**src/rtl/mips_wb_port_arbiter_if.sv**
```systemverilog
// Register-file write-port arbitration bundle: pipeline WB, MDU result
// handshake, register-file write port and ID-stage pending lookups.
`ifndef MIPS_RFIDX_WIDTH
`define MIPS_RFIDX_WIDTH 5
`endif
`ifndef MIPS_DATA_WIDTH
`define MIPS_DATA_WIDTH 32
`endif

interface mips_wb_port_arbiter_if;
    logic                         wb_en;
    logic [`MIPS_RFIDX_WIDTH-1:0] wb_idx;
    logic [`MIPS_DATA_WIDTH-1:0]  wb_dat;
    logic                         mdu_valid;
    logic                         mdu_ready;
    logic [`MIPS_RFIDX_WIDTH-1:0] mdu_idx;
    logic [`MIPS_DATA_WIDTH-1:0]  mdu_dat;
    logic                         rf_wen;
    logic [`MIPS_RFIDX_WIDTH-1:0] rf_widx;
    logic [`MIPS_DATA_WIDTH-1:0]  rf_wdat;
    logic [`MIPS_RFIDX_WIDTH-1:0] rs_idx;
    logic [`MIPS_RFIDX_WIDTH-1:0] rt_idx;
    logic                         rs_pend;
    logic                         rt_pend;
    logic                         stall_req;

    modport slave (
        input  wb_en, wb_idx, wb_dat,
        input  mdu_valid, mdu_idx, mdu_dat,
        input  rs_idx, rt_idx,
        output mdu_ready,
        output rf_wen, rf_widx, rf_wdat,
        output rs_pend, rt_pend, stall_req
    );

    modport master (
        output wb_en, wb_idx, wb_dat,
        output mdu_valid, mdu_idx, mdu_dat,
        output rs_idx, rt_idx,
        input  mdu_ready,
        input  rf_wen, rf_widx, rf_wdat,
        input  rs_pend, rt_pend, stall_req
    );
endinterface

```
**src/rtl/mips_wb_port_arbiter.sv**
```systemverilog
// Shares the register-file write port between pipeline WB (priority) and
// buffered MDU results, with kill-on-overwrite ordering and starvation stall.
`ifndef MIPS_RFIDX_WIDTH
`define MIPS_RFIDX_WIDTH 5
`endif
`ifndef MIPS_DATA_WIDTH
`define MIPS_DATA_WIDTH 32
`endif

module mips_wb_port_arbiter #(
    parameter int FIFO_DEPTH = 2,
    parameter int STARVE_MAX = 4
) (
    input logic                   clk,
    input logic                   rst,
    mips_wb_port_arbiter_if.slave bus
);
    localparam int RW = `MIPS_RFIDX_WIDTH;
    localparam int DW = `MIPS_DATA_WIDTH;
    localparam int CW = $clog2(STARVE_MAX + 1);

    typedef struct packed {
        logic          vld;
        logic [RW-1:0] idx;
        logic [DW-1:0] dat;
        logic          kill;
    } entry_t;

    entry_t        q     [FIFO_DEPTH];
    entry_t        q_nxt [FIFO_DEPTH];
    entry_t        sh    [FIFO_DEPTH+1];
    logic [CW-1:0] cnt;
    logic [CW-1:0] cnt_nxt;

    logic wb_win;
    logic nonempty;
    logic full;
    logic pop;
    logic push;
    logic placed;

    assign wb_win   = bus.wb_en && (bus.wb_idx != '0);
    assign nonempty = q[0].vld;
    assign full     = q[FIFO_DEPTH-1].vld;
    assign pop      = !wb_win && nonempty;
    assign push     = bus.mdu_valid && bus.mdu_ready && (bus.mdu_idx != '0);

    // Shift-register FIFO: head lives in slot 0, pops shift everything down.
    always_comb begin
        placed = 1'b0;
        sh[FIFO_DEPTH] = '0;
        for (int i = 0; i < FIFO_DEPTH; i++) begin
            sh[i] = q[i];
        end
        for (int i = 0; i < FIFO_DEPTH; i++) begin
            q_nxt[i] = pop ? sh[i+1] : sh[i];
        end
        for (int i = 0; i < FIFO_DEPTH; i++) begin
            if (push && !placed && !q_nxt[i].vld) begin
                q_nxt[i].vld  = 1'b1;
                q_nxt[i].idx  = bus.mdu_idx;
                q_nxt[i].dat  = bus.mdu_dat;
                q_nxt[i].kill = 1'b0;
                placed        = 1'b1;
            end
        end
        // A WB write to the same register makes older MDU values obsolete.
        for (int i = 0; i < FIFO_DEPTH; i++) begin
            if (wb_win && q_nxt[i].vld && (q_nxt[i].idx == bus.wb_idx)) begin
                q_nxt[i].kill = 1'b1;
            end
        end
    end

    always_comb begin
        cnt_nxt = '0;
        if (nonempty && !pop) begin
            cnt_nxt = (cnt == CW'(STARVE_MAX)) ? cnt : cnt + CW'(1);
        end
    end

    always_ff @(posedge clk or posedge rst) begin
        if (rst) begin
            for (int i = 0; i < FIFO_DEPTH; i++) begin
                q[i] <= '0;
            end
            cnt <= '0;
        end else begin
            for (int i = 0; i < FIFO_DEPTH; i++) begin
                q[i] <= q_nxt[i];
            end
            cnt <= cnt_nxt;
        end
    end

    always_comb begin
        bus.rf_wen  = 1'b0;
        bus.rf_widx = '0;
        bus.rf_wdat = '0;
        if (!rst) begin
            if (wb_win) begin
                bus.rf_wen  = 1'b1;
                bus.rf_widx = bus.wb_idx;
                bus.rf_wdat = bus.wb_dat;
            end else if (nonempty) begin
                bus.rf_wen  = !q[0].kill;
                bus.rf_widx = q[0].idx;
                bus.rf_wdat = q[0].dat;
            end
        end
    end

    always_comb begin
        bus.rs_pend = 1'b0;
        bus.rt_pend = 1'b0;
        for (int i = 0; i < FIFO_DEPTH; i++) begin
            if (q[i].vld && !q[i].kill) begin
                if (bus.rs_idx != '0 && q[i].idx == bus.rs_idx) begin
                    bus.rs_pend = 1'b1;
                end
                if (bus.rt_idx != '0 && q[i].idx == bus.rt_idx) begin
                    bus.rt_pend = 1'b1;
                end
            end
        end
        if (rst) begin
            bus.rs_pend = 1'b0;
            bus.rt_pend = 1'b0;
        end
    end

    assign bus.mdu_ready = !rst && !full;
    assign bus.stall_req = !rst && (cnt == CW'(STARVE_MAX));

endmodule

```
**src/flat_wrapper.sv**
```systemverilog
// flat-port wrapper written by rule: the top's interface ports become plain ports
module mips_wb_port_arbiter_flat 
#(
    parameter int FIFO_DEPTH = 2,
    parameter int STARVE_MAX = 4
)
  (clk, rst, bus_wb_en, bus_wb_idx, bus_wb_dat, bus_mdu_valid, bus_mdu_idx, bus_mdu_dat, bus_rs_idx, bus_rt_idx, bus_mdu_ready, bus_rf_wen, bus_rf_widx, bus_rf_wdat, bus_rs_pend, bus_rt_pend, bus_stall_req);
  mips_wb_port_arbiter_if bus_i ();
  input logic clk;
  input logic rst;
  input wire logic [$bits(bus_i.wb_en)-1:0] bus_wb_en;
  input wire logic [$bits(bus_i.wb_idx)-1:0] bus_wb_idx;
  input wire logic [$bits(bus_i.wb_dat)-1:0] bus_wb_dat;
  input wire logic [$bits(bus_i.mdu_valid)-1:0] bus_mdu_valid;
  input wire logic [$bits(bus_i.mdu_idx)-1:0] bus_mdu_idx;
  input wire logic [$bits(bus_i.mdu_dat)-1:0] bus_mdu_dat;
  input wire logic [$bits(bus_i.rs_idx)-1:0] bus_rs_idx;
  input wire logic [$bits(bus_i.rt_idx)-1:0] bus_rt_idx;
  output wire logic [$bits(bus_i.mdu_ready)-1:0] bus_mdu_ready;
  output wire logic [$bits(bus_i.rf_wen)-1:0] bus_rf_wen;
  output wire logic [$bits(bus_i.rf_widx)-1:0] bus_rf_widx;
  output wire logic [$bits(bus_i.rf_wdat)-1:0] bus_rf_wdat;
  output wire logic [$bits(bus_i.rs_pend)-1:0] bus_rs_pend;
  output wire logic [$bits(bus_i.rt_pend)-1:0] bus_rt_pend;
  output wire logic [$bits(bus_i.stall_req)-1:0] bus_stall_req;
  assign bus_i.wb_en = bus_wb_en;
  assign bus_i.wb_idx = bus_wb_idx;
  assign bus_i.wb_dat = bus_wb_dat;
  assign bus_i.mdu_valid = bus_mdu_valid;
  assign bus_i.mdu_idx = bus_mdu_idx;
  assign bus_i.mdu_dat = bus_mdu_dat;
  assign bus_i.rs_idx = bus_rs_idx;
  assign bus_i.rt_idx = bus_rt_idx;
  assign bus_mdu_ready = bus_i.mdu_ready;
  assign bus_rf_wen = bus_i.rf_wen;
  assign bus_rf_widx = bus_i.rf_widx;
  assign bus_rf_wdat = bus_i.rf_wdat;
  assign bus_rs_pend = bus_i.rs_pend;
  assign bus_rt_pend = bus_i.rt_pend;
  assign bus_stall_req = bus_i.stall_req;
  mips_wb_port_arbiter #(.FIFO_DEPTH(FIFO_DEPTH), .STARVE_MAX(STARVE_MAX)) u_core (.clk(clk), .rst(rst), .bus(bus_i));
endmodule
```
**config.mk**
```make
export PLATFORM = sky130hd
export DESIGN_NAME = mips_wb_port_arbiter_flat
export DESIGN_NICKNAME = d
export VERILOG_FILES = /design/src/rtl/mips_wb_port_arbiter_if.sv /design/src/rtl/mips_wb_port_arbiter.sv /design/src/flat_wrapper.sv
export SDC_FILE = /design/constraint.sdc
export NUM_CORES = 1
export LEC_CHECK = 0
export CAP_MARGIN = 20
export CORE_ASPECT_RATIO = 0.9
export CORE_MARGIN = 1
export CORE_UTILIZATION = 52
export DETAILED_ROUTE_END_ITERATION = 12
export PLACE_DENSITY = 0.86
export SYNTH_ARGS = -nofsm -noshare
export SYNTH_HDL_FRONTEND = slang
export SYNTH_SLANG_ARGS = --single-unit
```
**constraint.sdc**
```tcl
create_clock -name clk -period 6.17 [get_ports clk]
set_input_delay 1.234 -clock clk [delete_from_list [all_inputs] [get_ports clk]]
set_output_delay 1.234 -clock clk [all_outputs]
set_load 0.02 [all_outputs]
```
# Word-level counts from Yosys, hierarchy flattened
# Cells that the tools add are included.
[classes]
add_sub_neg = 1
n_eq_ne = 8
n_mux = 28
reduce_logical = 37
[op_table]
columns = ["cell", "n"]
rows = [
  ["$mux 39", 4],
  ["$mux 32", 3],
  ["$eq 5x5->1", 6],
  ["$logic_and 1x1->1", 20],
  ["$reduce_bool 5->1", 4],
  ["$mux 1", 16],
  ["$mux 5", 3],
  ["$logic_not 1->1", 9],
  ["$mux 3", 2],
  ["$reduce_bool 3->1", 2],
  ["$reduce_bool 2->1", 2],
  ["$add 3x1->3 const B", 1],
  ["$eq 3x3->1 const B", 1],
  ["$ne 2x2->1 const B", 1],
]
[totals]
register_bits = 81
output_inout_bits = 42
word_cells = 83

# Depth between registers and ports, before layout
# Gate-level depths: netlist of run 1.
[depth]
depth_word = 15
ltp_mapped = 8
depth_no_buf = 6

# Worst setup path after synthesis of run 1
# No wires, ideal clock.
[synth_timing]
path_type = "input-to-output"
from = "input port rst"
to = "output port bus_rs_pend"
arrival_time_ps = 3806
required_time_ps = 4936
path_slack_ps = 1130
stages = 4
n_path_buf = 1
cell_sequence = "clkbuf_1 inv_1 o21ai_0 a21oi_1"
[synth_between]
elab_chain_cells = 1
[synth_lines]
columns = ["element", "line", "source"]
rows = [
  ["from (decl)", "flat_wrapper.sv:10", "input logic rst;"],
  ["$mux 1", "mips_wb_port_arbiter.sv:126", "if (rst) begin"],
  ["to (decl)", "flat_wrapper.sv:23", "output wire logic [$bits(bus_i.rs_pend)-1:0] bus_rs_pend;"],
]
# No other way between the ends.

# Worst setup path after layout of run 1
[layout_timing]
from = "input port bus_wb_idx[4]"
to = "output port bus_rf_wdat[14]"
[layout_between]
elab_chain_cells = 4
[layout_lines]
columns = ["element", "line", "source"]
rows = [
  ["from (decl)", "flat_wrapper.sv:12", "input wire logic [$bits(bus_i.wb_idx)-1:0] bus_wb_idx;"],
  ["$reduce_bool 5->1", "mips_wb_port_arbiter.sv:42", "assign wb_win = bus.wb_en && (bus.wb_idx != '0);"],
  ["$logic_and 1x1->1", "mips_wb_port_arbiter.sv:42", ""],
  ["$mux 32", "mips_wb_port_arbiter.sv:101", "if (wb_win) begin"],
  ["$mux 32", "mips_wb_port_arbiter.sv:100", "if (!rst) begin"],
  ["to (decl)", "flat_wrapper.sv:22", "output wire logic [$bits(bus_i.rf_wdat)-1:0] bus_rf_wdat;"],
]
# No other way between the ends.

==> results_dict.tcl, run 1 <==
set metrics [dict create \
    num_vias 4402 \
    postSynth.asyncResetShare_pct 100 \
    fp.dieH_um 90.4 \
    p_clk_share_pct 21.1 \
    status "finished, final reports clean" \
    rsz0062_at_grt "false" \
    fp.dieW_um 100 \
    hold_violations 0 \
    cts_tree "yes" \
    avgViaCountPerCell 5.78 \
    crit_path_end_kind "output pin" \
    io_buffers 129 \
    path_max_fanout 23 \
    drc 0 \
    period_share_pct 82.9 \
    nets 731 \
    hold_path.class "reg2reg" \
    synth_flop_cell "dfrtp_1" \
    whs_path_depth 1 \
    grt_pass1_vias 4253 \
    startpoint "bus_wb_idx[4]" \
    coreArea_um2 8220 \
    worst_slack_ps 1050 \
    grt_use_total_pct 29.7 \
    crit-reg2reg-launch "u_core.full" \
    grt_pass1_wl_mm 21.2 \
    power_leakage_nw 2.55 \
    final_layout_size_suffix_gt1_share_pct 6.50 \
    area_growth_pct 34.8 \
    globalRouteOverflowTotal 0 \
    synth_edf_count 0 \
    antenna_found_initial 0 \
    ys_ff_latch 81 \
    wl_mm 13.0 \
    cts_buffer_depth 2 \
    dieArea_um2 9070 \
    ir_drop_mv 0.187 \
    place_ws_ps 1090 \
    synthCells 534 \
    syn_nets 624 \
    layout.core_utilization_pct 74.1 \
    placed_area_um2 5860 \
    final.min_clock_period_ps 5120 \
    yosysWarningCount 0 \
    dp_hpwl_mm 8.59 \
    p_seq_share_pct 44.5 \
    critPathLaunchType "input port" \
    avgSynthCellArea_um2 8.46 \
    wl_per_cell_um 17.1 \
    post-cts-setup-buffers 0 \
    netlist_area_um2 4520 \
    ctsRootBufferMaster "clkbuf_8" \
    cts_hold_buf 0 \
    ys_types 51 \
    setup_viol 0 \
    worst_pin_slew_ps 976 \
    rr_endpoint "u_core.q[39]" \
    drt_first_pass_iters 5 \
    h-tree-depth 3 \
    rows 31 \
    holdPathEnd "u_core.q[32]" \
    cts_sinks 81 \
    drt.antenna.violating_nets 0 \
    switching_share_pct 37.0 \
    cts.repair.resized 0 \
    grt-busiest-layer "met2" \
    grt_max_degree 82 \
    slew_violations 0 \
    cts_buffers 9 \
    fmax_ghz 0.195 \
    layout.cells.most_common_list "128 x clkdlybuf4s50_1, 115 x nand2_1, 81 x dfrtp_1" \
    start_util_pct 54.9 \
    clk_latency_ps 360 \
    met3_usage_pct 5.73 \
    grt_util_met2_pct 47.2 \
    fin_skew_ps 12.7 \
    met1_usage_pct 41.0 \
    crit_arrival_ps 3880 \
    critPathRequiredTime_ps 4940 \
    fin_area_um2 6090 \
    reg2reg_slack_ps 3460 \
    drtIter0Drc 359 \
    criticalPathCategory "in2out" \
    ios 130 \
    switching_power_mw 0.689 \
    gp_congestion 0.924 \
    antennaDiodeCount 0 \
    rr_worst_depth 6 \
    path_clk_slew_ps 90 \
    tns_ps 0 \
    synth_seq_area_share_pct 44.9 \
    combPwrFrac_pct 34.4 \
    internal_power_mw 1.17 \
    maxCapViolCount 0 \
    final_common_cell "clkdlybuf4s50_1" \
    relSlewSlack_pct 34.7 \
    min_from "u_core.q[32]" \
    power_density_nw_per_um2 306 \
]
## worst max-delay path by stage
stage | endpoint | slack (ps) | cells after the start
after floorplan | bus_rs_pend | 1130 | 4
after global placement | bus_rf_wdat[18] | 1170 | 7
after detailed placement | bus_rf_wdat[14] | 1090 | 7
after CTS | bus_rf_wdat[12] | 1080 | 7
after global routing | bus_rf_wdat[16] | 940 | 7
final | bus_rf_wdat[14] | 1050 | 7
## power groups by stage
stage / combinational, mW / clock [mW] / sequential, mW
floorplan: 0.435 / 0 / 0.782
global placement: 0.615 / 0 / 0.828
detailed placement: 0.633 / 0 / 0.830
CTS: 0.638 / 0.402 / 0.822
global route: 0.703 / 0.421 / 0.846
finish: 0.640 / 0.393 / 0.829
## layer usage
layer / part of all wire [%] / wire length (um) / vias to the layer above
met1: 44 / 5740 / 2116
met3: 6.6 / 862 / 14
met4: 1.2 / 155 / 0
li1: - / - / 2090
met2: 48 / 6260 / 182
met5: 0 / 0 / -
## synthesized netlist by cell type, drive strengths merged, types with 3 or more instances
cell type  instances  area, um^2
clkbuf            23        86.3
nor3               4        20.0
xnor2              7        61.3
buf               19        96.3
o21ai             13        87.6
nor2              46         180
nor4               4        25.0
dfrtp             81        2030
nand2            116         438
a21boi             3        22.5
o211ai             3        27.5
nor2b              4        25.0
a31oi             33         206
a22o              33         289
or4                3        26.3
nand3             47         235
xor2              20         175
a21oi             41         205
inv                5        18.8
## critical path: stages
cell and delay [ps]:
clkdlybuf4s50_1 500, or3_1 590, o21ai_4 240, buf_4 340, nand3_1 120, a21oi_1 200
clkdlybuf4s50_1 640
## logic make-up after synthesis
logic type,after synthesis,synth area share [%]
buffers and inverters,47,4.46
and+or+nand+nor,234,22.7
DFF,81,44.9
AOI/OAI and AO/OA,140,21.4
xor gates and xnor gates,27,5.23
adders and majority gates,2,0.554
muxes,3,0.803
## metrics by stage
stage | power (mW) | hold slack [ps] | std cells
finish | 1.86 | 506 | 761
global route | 1.97 | 524 | 761
CTS | 1.86 | 508 | 760
detailed placement | 1.46 | 481 | 744
global placement | 1.44 | 482 | 744
floorplan | 1.22 | 466 | 534
## registers in the layout, indices dropped and copies added, names as in the netlist
register / flops
u_core.cnt: 3
u_core.full: 1
u_core.q: 76
u_core.nonempty: 1
## cell type report
class	instances	area (um^2)
multi-input cells	406	2320
flip-flops and latches	81	2030
repair buffers	138	1370
clock inverters	7	78.8
clock buffers	9	124
fillers	616	2130
inverters	5	20.0
well taps	115	144
Note: power is estimated with default switching activity, not from simulation.
==> inputs of run 2 (changes only) <==
--- a/config.mk
+++ b/config.mk
@@ -8,9 +8,9 @@
 export CAP_MARGIN = 20
 export CORE_ASPECT_RATIO = 0.9
 export CORE_MARGIN = 1
-export CORE_UTILIZATION = 52
+export CORE_UTILIZATION = 48
 export DETAILED_ROUTE_END_ITERATION = 12
-export PLACE_DENSITY = 0.86
+export PLACE_DENSITY = 0.81
 export SYNTH_ARGS = -nofsm -noshare
 export SYNTH_HDL_FRONTEND = slang
 export SYNTH_SLANG_ARGS = --single-unit
==> constraint.sdc (replaced) <==
create_clock -name clk -period 4.8 [get_ports clk]
set_input_delay 0.96 -clock clk [delete_from_list [all_inputs] [get_ports clk]]
set_output_delay 0.96 -clock clk [all_outputs]
set_load 0.02 [all_outputs]
==> run 2 against run 1 <==
Register-to-register slack worse by 1900 ps. Sequential share of layout area shrank 0.49 points. Critical path depth unchanged. First-iteration DRC count decreased by 19%. Non-clock buffer count is 4 higher. Global-route usage down 1.4 points. Die area rose by 8.2%. Largest power group unchanged. Highest routed layer unchanged.
==> results_dict.tcl, run 2 (same netlist as run 1, synthesis figures left out) <==
set metrics [dict create \
    avgViaCountPerCell 5.83 \
    fin_area_um2 6180 \
    rows 33 \
    drtIter0Drc 290 \
    fmax_ghz 0.234 \
    max_flop_register "u_core.q" \
    crit_path_end_kind "output pin" \
    dp_hpwl_mm 9.21 \
    ctsRootBufferMaster "clkbuf_8" \
    cts_buffers 9 \
    worst_pin_slew_ps 768 \
    fp.dieH_um 94.0 \
    topRoutingLayerUsed "met4" \
    power_leakage_nw 2.60 \
    drt-met1-wl_mm 5.87 \
    largest_reg_flops 76 \
    place_inst 755 \
    drt_first_pass_iters 5 \
    crit_arrival_ps 3320 \
    cts_sinks 81 \
    period_share_pct 89.1 \
    cts_hold_buf 0 \
    slew_violations 0 \
    area_growth_pct 36.8 \
    post-cts-setup-buffers 0 \
    maxCapViolCount 0 \
    critPathRequiredTime_ps 3840 \
    fp.dieW_um 104 \
    grt_pass1_vias 4404 \
    grt_use_total_pct 28.4 \
    path_max_fanout 38 \
    cts_tree "yes" \
    path_clk_slew_ps 80 \
    grt_pass1_wl_mm 21.8 \
    antenna_found_initial 0 \
    tns_ps 0 \
    setup_viol 0 \
    h-tree-depth 3 \
    reg_top3 "u_core.q x76, u_core.cnt x3" \
    ir_drop_mv 0.247 \
    start_util_pct 49.5 \
    drt.antenna.violating_nets 0 \
    power_density_nw_per_um2 404 \
    cts_buffer_depth 2 \
    coreArea_um2 9130 \
    rsz0062_at_grt "false" \
    clk_latency_ps 340 \
    layout.core_utilization_pct 67.7 \
    globalRouteOverflowTotal 0 \
    fin_skew_ps 10.4 \
    antennaDiodeCount 0 \
    num_vias 4503 \
    routed-wl-met3_um 758 \
    final_layout_size_suffix_gt1_share_pct 6.92 \
    final.min_clock_period_ps 4280 \
    wl_mm 13.5 \
    io_buffers 129 \
    nets 735 \
    dieArea_um2 9810 \
    ios 130 \
    drc 0 \
    cts.repair.resized 0 \
    route.met2.wl_mm 6.56 \
    layout.cells.non_filler 772 \
    critPathLaunchType "input port" \
    hold_violations 0 \
    criticalPathCategory "in2out" \
    hold_path.class "reg2reg" \
    power_mw 2.50 \
    final_common_cell "clkdlybuf4s50_1" \
    grt_max_degree 82 \
    gp_congestion 0.911 \
    layout.cells.most_common_list "128 x clkdlybuf4s50_1, 115 x nand2_1, 81 x dfrtp_1" \
    placed_area_um2 5910 \
    wl_per_cell_um 17.5 \
    status "finished, final reports clean" \
    relSlewSlack_pct 48.8 \
]
==> run 2: changes by cell type in the layout (fill, tap and decap cells not counted), sizes merged <==
cell / before / now
bufinv: 1 / 3
buf: 10 / 14
clkinv: 3 / 2
clkbuf: 9 / 10
clkinvlp: 3 / 1
==> run 2: stage by stage <==
stage          worst slack (ps)  hold slack [ps]
5_1_grt                     417              519
3_5_place_dp                555              483
4_1_cts                     547              509
2_1_floorplan               308              466
6_report                    521              506
3_3_place_gp                612              482
==> run 2: area by class of cell <==
cell class / count / area [um^2]
Clock buffer: 10 / 128
Inverter: 5 / 20.0
Fill cell: 753 / 2940
Tap cell: 122 / 153
Multi-Input combinational cell: 406 / 2320
Clock inverter: 6 / 115
Sequential cell: 81 / 2030
Timing Repair Buffer: 142 / 1420
==> run 2: power by group <==
group	internal [mW]	switching [mW]	total, mW
clock	0.349	0.251	0.600
sequential	0.888	0.185	1.07
combinational	0.381	0.442	0.823
total	1.62	0.878	2.50
==> run 2: path summary, 6_finish.rpt <==
path	start	cells past startpoint	end	slack (ps)
max in group asynchronous	rst	4	u_core.q[63]	3470
setup reg to reg	u_core.nonempty	8	u_core.q[39]	1580
min in group asynchronous	rst	3	u_core.q[76]	770
hold / removal	u_core.q[2]	1	u_core.q[2]	510
hold reg to reg	u_core.q[2]	1	u_core.q[2]	510
setup / recovery	bus_wb_idx[3]	7	bus_rf_wdat[17]	520
==> run 2: worst max-delay path, stage by stage <==
cell and delay [ps]:
clkdlybuf4s50_1 550, or2_2 420, o21ai_4 190, buf_12 240, nand3_1 100, a21oi_1 190
clkdlybuf4s50_1 650
==> run 2: per-layer routing <==
layer  global-route usage, %  vias up
li1                        -     2099
met1                    37.0     2202
met2                    47.9      174
met3                    4.79       28
met4                    10.0        0
met5                       0        -
==> inputs of run 3 (changes only) <==
--- a/config.mk
+++ b/config.mk
@@ -6,7 +6,7 @@
 export NUM_CORES = 1
 export LEC_CHECK = 0
 export CAP_MARGIN = 20
-export CORE_ASPECT_RATIO = 0.9
+export CORE_ASPECT_RATIO = 0.6
 export CORE_MARGIN = 1
 export CORE_UTILIZATION = 48
 export DETAILED_ROUTE_END_ITERATION = 12
==> run 3 against run 2 <==
Worst hold slack got worse by 5.3 ps. Total power rose by 6.2%. Sequential power barely moved. Critical path type unchanged. Fmax fell by 3.6%. Combinational power rose by 1%. Via count is 1.4% higher. Global-route usage rose by 1.7 points. Sequential share of layout area fell by 0.21 points. Clock power rose by 22%.
==> results_dict.tcl, run 3 (same netlist as run 1, synthesis figures left out) <==
set metrics [dict create \
    status "finished, final reports clean" \
    layout.core_utilization_pct 70.6 \
    topRoutingLayerUsed "met4" \
    fin_area_um2 6230 \
    period_share_pct 92.4 \
    num_vias 4565 \
    io_buffers 129 \
    grt_pass1_wl_mm 22.8 \
    crit_top_cell "clkdlybuf4s50_1" \
    start_util_pct 51.2 \
    antennaDiodeCount 0 \
    critPathRequiredTime_ps 3840 \
    h-tree-depth 3 \
    ir_drop_mv 0.210 \
    whs_path_depth 1 \
    layout.cells.most_common_list "128 x clkdlybuf4s50_1, 115 x nand2_1, 80 x dfrtp_1" \
    drc 0 \
    hold_violations 0 \
    area_growth_pct 37.8 \
    reg_top3 "u_core.q x76, u_core.cnt x3" \
    globalRouteOverflowTotal 0 \
    dp_hpwl_mm 9.70 \
    routed-wl-met3_mm 1.32 \
    final_layout_size_suffix_gt1_share_pct 6.93 \
    hold_path.class "reg2reg" \
    path_clk_slew_ps 60 \
    cts.repair.resized 0 \
    final.min_clock_period_ps 4440 \
    fin_skew_ps 8.71 \
    cts_sinks 81 \
    power_density_nw_per_um2 426 \
    ctsRootBufferMaster "clkbuf_16" \
    worst_pin_slew_ps 993 \
    rr_worst_depth 7 \
    cpPeakStageDelay_ps 660 \
    setup_viol 0 \
    relSlewSlack_pct 33.8 \
    gp_congestion 0.925 \
    nets 734 \
    rows 26 \
    slew_violations 0 \
    drtIter0Drc 399 \
    drt_first_pass_iters 5 \
    wl_per_cell_um 18.5 \
    final_common_cell "clkdlybuf4s50_1" \
    drt.antenna.violating_nets 0 \
    cts_hold_buf 0 \
    grt_use_total_pct 30.1 \
    fp.dieH_um 77.2 \
    avgViaCountPerCell 5.89 \
    largest_reg_flops 76 \
    path_max_fanout 24 \
    placed_area_um2 5910 \
    critPathLaunchType "input port" \
    ios 130 \
    fmax_ghz 0.225 \
    cts_buffer_depth 2 \
    grt_pass1_vias 4401 \
    path_cells "clkdlybuf4s50_1 -> nor3_1 -> a21boi_4 -> buf_4 -> nand2_1 -> a21oi_1 -> clkdlybuf4s50_1" \
    dieArea_um2 9820 \
    fp.dieW_um 127 \
    fillers 687 \
    criticalPathCategory "in2out" \
    max_flop_register "u_core.q" \
    power_mw 2.65 \
    whs_ps 501 \
    antenna_found_initial 0 \
    regArea_um2 2030 \
    clk_latency_ps 340 \
    power_leakage_nw 2.61 \
    cts_buffers 9 \
    crit_arrival_ps 3480 \
    maxCapViolCount 0 \
    route.met2.wl_mm 6.29 \
    cts_tree "yes" \
    cpMaxStageDelayCell "clkdlybuf4s50_1" \
    rsz0062_at_grt "false" \
    post-cts-setup-buffers 0 \
    multiInputGateArea_um2 2320 \
    coreArea_um2 8820 \
    crit_path_end_kind "output pin" \
    grt_max_degree 82 \
    drt-met1-wl_mm 6.56 \
    wl_mm 14.3 \
    tns_ps 0 \
]
==> run 3: metal layers <==
| layer | GRT usage (%) | vias up |
|---|---|---|
| li1 | - | 2096 |
| met1 | 43.0 | 2210 |
| met2 | 44.6 | 242 |
| met3 | 8.58 | 17 |
| met4 | 7.62 | 0 |
| met5 | 0 | - |
==> run 3: worst max-delay path: cells and delay by family <==
family                 cells  cell delay (ps)
AOI/OAI and AO/OA          2              610
and+or+nand+nor            2              250
buffers and inverters      3             1650
==> run 3: where the power goes <==
group          internal [mW]  switching (mW)
Clock                  0.457           0.274
Sequential             0.890           0.196
Combinational          0.378           0.455
==> run 3: final cells by class <==
class	count	area share (%)
clock buffers	10	3.68
inverters	5	0.322
multi-input cells	406	37.3
clock inverters	6	1.47
flip-flops and latches	81	32.6
repair buffers	141	22.1
well taps	126	2.53
==> run 3: path summary, 6_finish.rpt <==
path                                  from              end  slack, ps
setup / recovery             bus_wb_idx[4]  bus_rf_wdat[29]        360
hold / removal                u_core.q[11]     u_core.q[11]        500
setup reg to reg           u_core.nonempty     u_core.q[39]       1820
hold reg to reg               u_core.q[11]     u_core.q[11]        500
max in group asynchronous              rst  u_core.nonempty       2780
min in group asynchronous              rst     u_core.q[76]       1320
==> run 3: metrics by stage <==
| stage | setup WS [ps] | instances |
|---|---|---|
| detailed placement | 428 | 759 |
| global route | 274 | 775 |
| global placement | 501 | 759 |
| floorplan | 308 | 534 |
| finish | 363 | 775 |
| CTS | 426 | 775 |
